<file path="config.mk">
export PLATFORM = sky130hd
export DESIGN_NAME = fp32_mul_pipe
export DESIGN_NICKNAME = d
export VERILOG_FILES = /design/src/rtl/fp32_mul_pipe.sv
export SDC_FILE = /design/constraint.sdc
export NUM_CORES = 2
export LEC_CHECK = 0
export CORE_ASPECT_RATIO = 1.4
export CORE_MARGIN = 2
export CORE_UTILIZATION = 40
export CTS_CLUSTER_SIZE = 20
export DETAILED_ROUTE_END_ITERATION = 6
export PLACE_DENSITY = 0.61
export REMOVE_ABC_BUFFERS = 1
export SLEW_MARGIN = 20
export SYNTH_ARGS = -nofsm -noshare
export SYNTH_HDL_FRONTEND = slang
export SYNTH_SLANG_ARGS = --single-unit
export TNS_END_PERCENT = 100
</file>
<file path="constraint.sdc">
create_clock -name clk -period 6.73 [get_ports clk]
set_clock_uncertainty 0.2 [all_clocks]
set_input_delay 1.6825 -clock clk [delete_from_list [all_inputs] [get_ports clk]]
set_output_delay 1.6825 -clock clk [all_outputs]
set_load 0.03 [all_outputs]
</file>
<file path="src/rtl/fp32_mul_pipe.sv">
// Pipelined binary32 multiplier: classify, mantissa product, normalize/round, exception pack.
// Four register ranks give a result three edges after the sampling edge.
module fp32_mul_pipe #(
  parameter int LATENCY = 3
) (
  input  logic        clk,
  input  logic        reset,
  input  logic        in_valid,
  input  logic [2:0]  r_mode,
  input  logic [31:0] fp_X,
  input  logic [31:0] fp_Y,
  output logic        out_valid,
  output logic [31:0] fp_Z,
  output logic        ovrf,
  output logic        udrf,
  output logic        NAN
);

  localparam logic [2:0] MODE_RNE = 3'd0;
  localparam logic [2:0] MODE_RTZ = 3'd1;
  localparam logic [2:0] MODE_RDN = 3'd2;
  localparam logic [2:0] MODE_RUP = 3'd3;
  localparam logic [2:0] MODE_RMM = 3'd4;

  logic [LATENCY-1:0] stage_valid_q, stage_valid_d;

  logic              sign1_q, sign1_d, nan1_q, nan1_d, inf1_q, inf1_d, zero1_q, zero1_d;
  logic [2:0]        mode1_q, mode1_d;
  logic signed [9:0] exp1_q, exp1_d;
  logic [23:0]       mx1_q, mx1_d, my1_q, my1_d;

  logic              sign2_q, sign2_d, nan2_q, nan2_d, inf2_q, inf2_d, zero2_q, zero2_d;
  logic [2:0]        mode2_q, mode2_d;
  logic signed [9:0] exp2_q, exp2_d;
  logic [47:0]       prod2_q, prod2_d;

  logic              sign3_q, sign3_d, nan3_q, nan3_d, inf3_q, inf3_d, zero3_q, zero3_d;
  logic [2:0]        mode3_q, mode3_d;
  logic signed [9:0] exp3_q, exp3_d;
  logic [22:0]       frac3_q, frac3_d;

  logic        out_valid_q, out_valid_d, ovrf_q, ovrf_d, udrf_q, udrf_d, nan_q, nan_d;
  logic [31:0] fp_z_q, fp_z_d;

  logic        zero_x, zero_y, inf_x, inf_y, nan_x, nan_y;
  logic [23:0] norm_mant;
  logic        guard, sticky, round_inc;
  logic signed [9:0] norm_exp;
  logic [24:0] round_mant;
  logic [31:0] inf_word, max_word;

  assign stage_valid_d = {stage_valid_q[LATENCY-2:0], in_valid};
  assign out_valid_d   = stage_valid_q[LATENCY-1];

  // Stage 1: unpack and classify; subnormal operands collapse into the zero class.
  always_comb begin
    zero_x = (fp_X[30:23] == 8'h00);
    zero_y = (fp_Y[30:23] == 8'h00);
    inf_x  = (fp_X[30:23] == 8'hFF) && (fp_X[22:0] == 23'd0);
    inf_y  = (fp_Y[30:23] == 8'hFF) && (fp_Y[22:0] == 23'd0);
    nan_x  = (fp_X[30:23] == 8'hFF) && (fp_X[22:0] != 23'd0);
    nan_y  = (fp_Y[30:23] == 8'hFF) && (fp_Y[22:0] != 23'd0);
    sign1_d = sign1_q;
    nan1_d  = nan1_q;
    inf1_d  = inf1_q;
    zero1_d = zero1_q;
    mode1_d = mode1_q;
    exp1_d  = exp1_q;
    mx1_d   = mx1_q;
    my1_d   = my1_q;
    if (in_valid) begin
      sign1_d = fp_X[31] ^ fp_Y[31];
      nan1_d  = nan_x | nan_y | (inf_x & zero_y) | (inf_y & zero_x);
      inf1_d  = inf_x | inf_y;
      zero1_d = zero_x | zero_y;
      mode1_d = (r_mode > MODE_RMM) ? MODE_RNE : r_mode;
      exp1_d  = $signed({2'b00, fp_X[30:23]}) + $signed({2'b00, fp_Y[30:23]}) - 10'sd127;
      mx1_d   = {1'b1, fp_X[22:0]};
      my1_d   = {1'b1, fp_Y[22:0]};
    end
  end

  always_comb begin
    sign2_d = sign2_q;
    nan2_d  = nan2_q;
    inf2_d  = inf2_q;
    zero2_d = zero2_q;
    mode2_d = mode2_q;
    exp2_d  = exp2_q;
    prod2_d = prod2_q;
    if (stage_valid_q[0]) begin
      sign2_d = sign1_q;
      nan2_d  = nan1_q;
      inf2_d  = inf1_q;
      zero2_d = zero1_q;
      mode2_d = mode1_q;
      exp2_d  = exp1_q;
      prod2_d = mx1_q * my1_q;
    end
  end

  // Stage 3: normalize to 1.x, round with guard/sticky, renormalize on carry-out to 2.0.
  always_comb begin
    if (prod2_q[47]) begin
      norm_mant = prod2_q[47:24];
      guard     = prod2_q[23];
      sticky    = |prod2_q[22:0];
      norm_exp  = exp2_q + 10'sd1;
    end else begin
      norm_mant = prod2_q[46:23];
      guard     = prod2_q[22];
      sticky    = |prod2_q[21:0];
      norm_exp  = exp2_q;
    end
    case (mode2_q)
      MODE_RTZ: round_inc = 1'b0;
      MODE_RDN: round_inc = (guard | sticky) & sign2_q;
      MODE_RUP: round_inc = (guard | sticky) & ~sign2_q;
      MODE_RMM: round_inc = guard;
      default:  round_inc = guard & (sticky | norm_mant[0]);
    endcase
    round_mant = {1'b0, norm_mant} + {24'd0, round_inc};
    sign3_d = sign3_q;
    nan3_d  = nan3_q;
    inf3_d  = inf3_q;
    zero3_d = zero3_q;
    mode3_d = mode3_q;
    exp3_d  = exp3_q;
    frac3_d = frac3_q;
    if (stage_valid_q[1]) begin
      sign3_d = sign2_q;
      nan3_d  = nan2_q;
      inf3_d  = inf2_q;
      zero3_d = zero2_q;
      mode3_d = mode2_q;
      exp3_d  = round_mant[24] ? norm_exp + 10'sd1 : norm_exp;
      frac3_d = round_mant[24] ? round_mant[23:1] : round_mant[22:0];
    end
  end

  // Output stage: special operands win over range exceptions; results hold across bubbles.
  always_comb begin
    inf_word = {sign3_q, 8'hFF, 23'd0};
    max_word = {sign3_q, 8'hFE, 23'h7FFFFF};
    fp_z_d = fp_z_q;
    ovrf_d = ovrf_q;
    udrf_d = udrf_q;
    nan_d  = nan_q;
    if (stage_valid_q[2]) begin
      ovrf_d = 1'b0;
      udrf_d = 1'b0;
      nan_d  = 1'b0;
      if (nan3_q) begin
        fp_z_d = 32'h7FC00000;
        nan_d  = 1'b1;
      end else if (inf3_q) begin
        fp_z_d = inf_word;
      end else if (zero3_q) begin
        fp_z_d = {sign3_q, 31'd0};
      end else if (exp3_q >= 10'sd255) begin
        ovrf_d = 1'b1;
        case (mode3_q)
          MODE_RTZ: fp_z_d = max_word;
          MODE_RDN: fp_z_d = sign3_q ? inf_word : max_word;
          MODE_RUP: fp_z_d = sign3_q ? max_word : inf_word;
          default:  fp_z_d = inf_word;
        endcase
      end else if (exp3_q <= 10'sd0) begin
        udrf_d = 1'b1;
        fp_z_d = {sign3_q, 31'd0};
      end else begin
        fp_z_d = {sign3_q, exp3_q[7:0], frac3_q};
      end
    end
  end

  always_ff @(posedge clk or negedge reset) begin
    if (!reset) begin
      stage_valid_q <= '0;
      sign1_q <= 1'b0; nan1_q <= 1'b0; inf1_q <= 1'b0; zero1_q <= 1'b0;
      mode1_q <= 3'd0; exp1_q <= 10'sd0; mx1_q <= 24'd0; my1_q <= 24'd0;
      sign2_q <= 1'b0; nan2_q <= 1'b0; inf2_q <= 1'b0; zero2_q <= 1'b0;
      mode2_q <= 3'd0; exp2_q <= 10'sd0; prod2_q <= 48'd0;
      sign3_q <= 1'b0; nan3_q <= 1'b0; inf3_q <= 1'b0; zero3_q <= 1'b0;
      mode3_q <= 3'd0; exp3_q <= 10'sd0; frac3_q <= 23'd0;
      out_valid_q <= 1'b0; ovrf_q <= 1'b0; udrf_q <= 1'b0; nan_q <= 1'b0;
      fp_z_q <= 32'd0;
    end else begin
      stage_valid_q <= stage_valid_d;
      sign1_q <= sign1_d; nan1_q <= nan1_d; inf1_q <= inf1_d; zero1_q <= zero1_d;
      mode1_q <= mode1_d; exp1_q <= exp1_d; mx1_q <= mx1_d; my1_q <= my1_d;
      sign2_q <= sign2_d; nan2_q <= nan2_d; inf2_q <= inf2_d; zero2_q <= zero2_d;
      mode2_q <= mode2_d; exp2_q <= exp2_d; prod2_q <= prod2_d;
      sign3_q <= sign3_d; nan3_q <= nan3_d; inf3_q <= inf3_d; zero3_q <= zero3_d;
      mode3_q <= mode3_d; exp3_q <= exp3_d; frac3_q <= frac3_d;
      out_valid_q <= out_valid_d; ovrf_q <= ovrf_d; udrf_q <= udrf_d; nan_q <= nan_d;
      fp_z_q <= fp_z_d;
    end
  end

  assign out_valid = out_valid_q;
  assign fp_Z      = fp_z_q;
  assign ovrf      = ovrf_q;
  assign udrf      = udrf_q;
  assign NAN       = nan_q;

endmodule

</file>
==> flow_summary.yaml <==
floorplan:
  fp.dieW_um: 231.8
  die_y_um: 322.9
  fp-row-count: 116
  initial_core_util_pct: 40.53
  pin_count: 106
  die-area_sq_mm: 0.07486
  core_area_sq_mm: 0.07170
layout:
  design_area_sq_mm: 0.03501
  synthToLayoutAreaGrowth_pct: 20.48
  drive_above_1_share_pct: 19.79
  fin_nets: 4077
global_routing:
  grt_first_pass_wirelength_um: 127400
  grt.busiest_layer: "met2"
  grt_max_degree: 115
  gr-usage-met3_pct: 2.362
  gr-usage-met2_pct: 39.94
  grt_usage_pct: 21.61
  grt-ovfl-total: 0
  grt_pass1_vias: 24110
  use_met1_pct: 25.29
  antenna_found_initial: 3
detailed_routing:
  wl_per_cell_um: 18.12
  detail-route-antenna-nets: 0
  wl_um: 77850
  firstDrtPassIters: 5
  vias: 21850
  viasPerCell: 5.085
  dr.first_iter.drc_count: 1119
  drc: 0
synth:
  synth-seq-cells: 208
  synth-edff-count: 0
  yosys-top-cells-area: "fa_1, dfrtp_1, ha_1"
  yosys_warnings: 0
  syn_avg_cell_area_sq_um: 9.412
  syn_inst: 3088
  synth_largest_area_cell: "fa_1"
  synth.top_cell.area_share_pct: 33.27
  synthTopCellsByCount: "inv_1, fa_1, nand2_1"
  ys_async_sr_fraction_pct: 100.0
  syn_area_sq_mm: 0.02906
  ys_seq_area_share_pct: 17.91
  synth_most_common_cell: "inv_1"
  ys.flop_type: "dfrtp_1"
  synthDistinctLibCells: 72
critical_path:
  cp_max_fo: 5
  worstSetupPathType: "flip-flop to flip-flop"
  critPathLaunchType: "flip-flop"
  endpoint: "prod2_q[46]"
  rrSetupSlack_ns: -0.07
  startpoint: "my1_q[4]"
  cp.arrival_ns: 7.04
  critical_path_required_ns: 6.97
  endpoint_kind: "flip-flop"
  r2r_start: "my1_q[4]"
  reg2regPathDepth: 23
  r2r_end: "prod2_q[46]"
sta:
  postLayoutSetupSlackWorst_ns: -0.06944
  hold_violations: 0
  rsz0062_at_grt: "true"
  period_share_pct: 101.0
  worst_pin_slew_ns: 0.9763
  holdWs_ns: 0.2811
  setup_violations: 10
  drv_slew: 0
  period_needed_ns: 6.799
  slew_headroom_pct: 34.77
  max_freq_ghz: 0.1471
clock_tree:
  numCtsBuffers: 26
  clk_latency_ns: 0.58
  cts_tree: "done"
  cts.sinks: 208
  htreeDepth: 1
  cts.clk_slew.worst_paths_ns: 0.07
  cts_root_buf: "clkbuf_16"
  clockBufferDepth: 3
  ctsHoldBuffers: 0
placement:
  place_ws_ns: -0.4954
  postPlaceCellArea_sq_mm: 0.03245
  numPortBuffers: 105
  routabilityCongestion: 0.9242
  dpl.hpwl_um: 63100
flow_run:
  maxCapViolCount: 0
status:
  status: "complete, but fails checks"
  violations: "negative setup slack"
worst_hold_path:
  hp-class: "flip-flop to flip-flop"
-- state kept, by name, indices dropped and copies added (netlist names), 10 cells and up --
name,count
my1_q,23
exp3_q,10
frac3_q,23
mx1_q,24
prod2_q,48
fp_Z,32
exp1_q,10
exp2_q,10
-- through the flow --
step | instances | util (%) | setup TNS (ns)
5_1_grt | 4295 | 48.83 | -3.975
3_3_place_gp | 4189 | 45.26 | -6.247
2_1_floorplan | 2918 | - | -0.6946
6_report | 4296 | 48.83 | -0.3122
4_1_cts | 4277 | 47.87 | -0.4986
3_5_place_dp | 4189 | 45.26 | -7.243
-- layout make-up --
type,instances,area (sq um)
Antenna cell,1,2.502
Tap cell,944,1181
Clock buffer,27,664.4
Multi-Input combinational cell,2110,21890
Inverter,600,2252
Sequential cell,208,5240
Clock inverter,21,327.8
Fill cell,6696,36690
Timing Repair Buffer,385,3451
-- kinds of logic (layout without fill, tap and decap cells) --
group | after synthesis | in the layout | synth area share (%)
other | 0 | 1 | 0
xor gates and xnor gates | 97 | 97 | 2.923
AOI/OAI and AO/OA | 304 | 304 | 6.514
DFF | 208 | 208 | 17.91
buffers and inverters | 770 | 1033 | 10.06
adders and majority gates | 676 | 676 | 41.58
muxes | 146 | 146 | 5.571
and+or+nand+nor | 887 | 887 | 15.45
-- worst min path at each step --
stage,cells past startpoint,slack (ns),from,to
floorplan,2,0.25,exp1_q[1],exp2_q[1]
global placement,2,0.26,exp1_q[5],exp2_q[5]
detailed placement,2,0.27,exp1_q[1],exp2_q[1]
CTS,2,0.29,exp1_q[1],exp2_q[1]
global route,2,0.31,exp1_q[1],exp2_q[1]
finish,2,0.28,exp1_q[5],exp2_q[5]
-- cells in the final DEF (no fill, tap or decap), types with 15 or more instances in the layout --
master / count
o22ai_1: 30
nor4_1: 15
nor2_1: 77
mux2i_1: 20
xnor2_1: 53
xor2_1: 32
dfrtp_1: 182
inv_1: 579
ha_4: 20
inv_2: 21
o21ai_0: 46
nand2_1: 343
clkbuf_16: 26
buf_4: 235
clkdlybuf4s50_1: 103
o21bai_1: 15
ha_1: 171
mux2_2: 123
fa_1: 455
a21oi_1: 94
fa_2: 28
nand4_1: 26
nand3_1: 26
buf_6: 28
dfrtp_2: 25
and2_1: 286
-- routing by layer --
layer,share of wire (%),vias to the layer above
met2,52,454
met1,39,11190
met5,0.042,-
li1,-,10010
met3,4.0,183
met4,4.7,6
-- repair_timing --
action | CTS | global route
setup endpoints to repair | 25 | 25
setup buffers | 41 | 20
pin swaps | 93 | 92
gates resized for setup | 142 | 130
-- critical path: stages, from the launching register on --
cell and delay, ns:
dfrtp_2 0.43, buf_12 0.14, and2_4 0.15, fa_1 0.50, inv_1 0.05, fa_1 0.59, fa_2 0.45, fa_1 0.52
inv_2 0.04, fa_1 0.57, inv_1 0.07, fa_1 0.45, fa_1 0.51, inv_2 0.05, ha_4 0.30, and4_1 0.22
and3_4 0.20, a221oi_4 0.07, o221a_4 0.29, a21o_4 0.24, o2111ai_2 0.16, nand2_1 0.09, xnor2_1 0.12, mux2_2 0.26
Power is not shown: default switching activity piles up to over one toggle a cycle in this logic, so the estimate is an artifact.
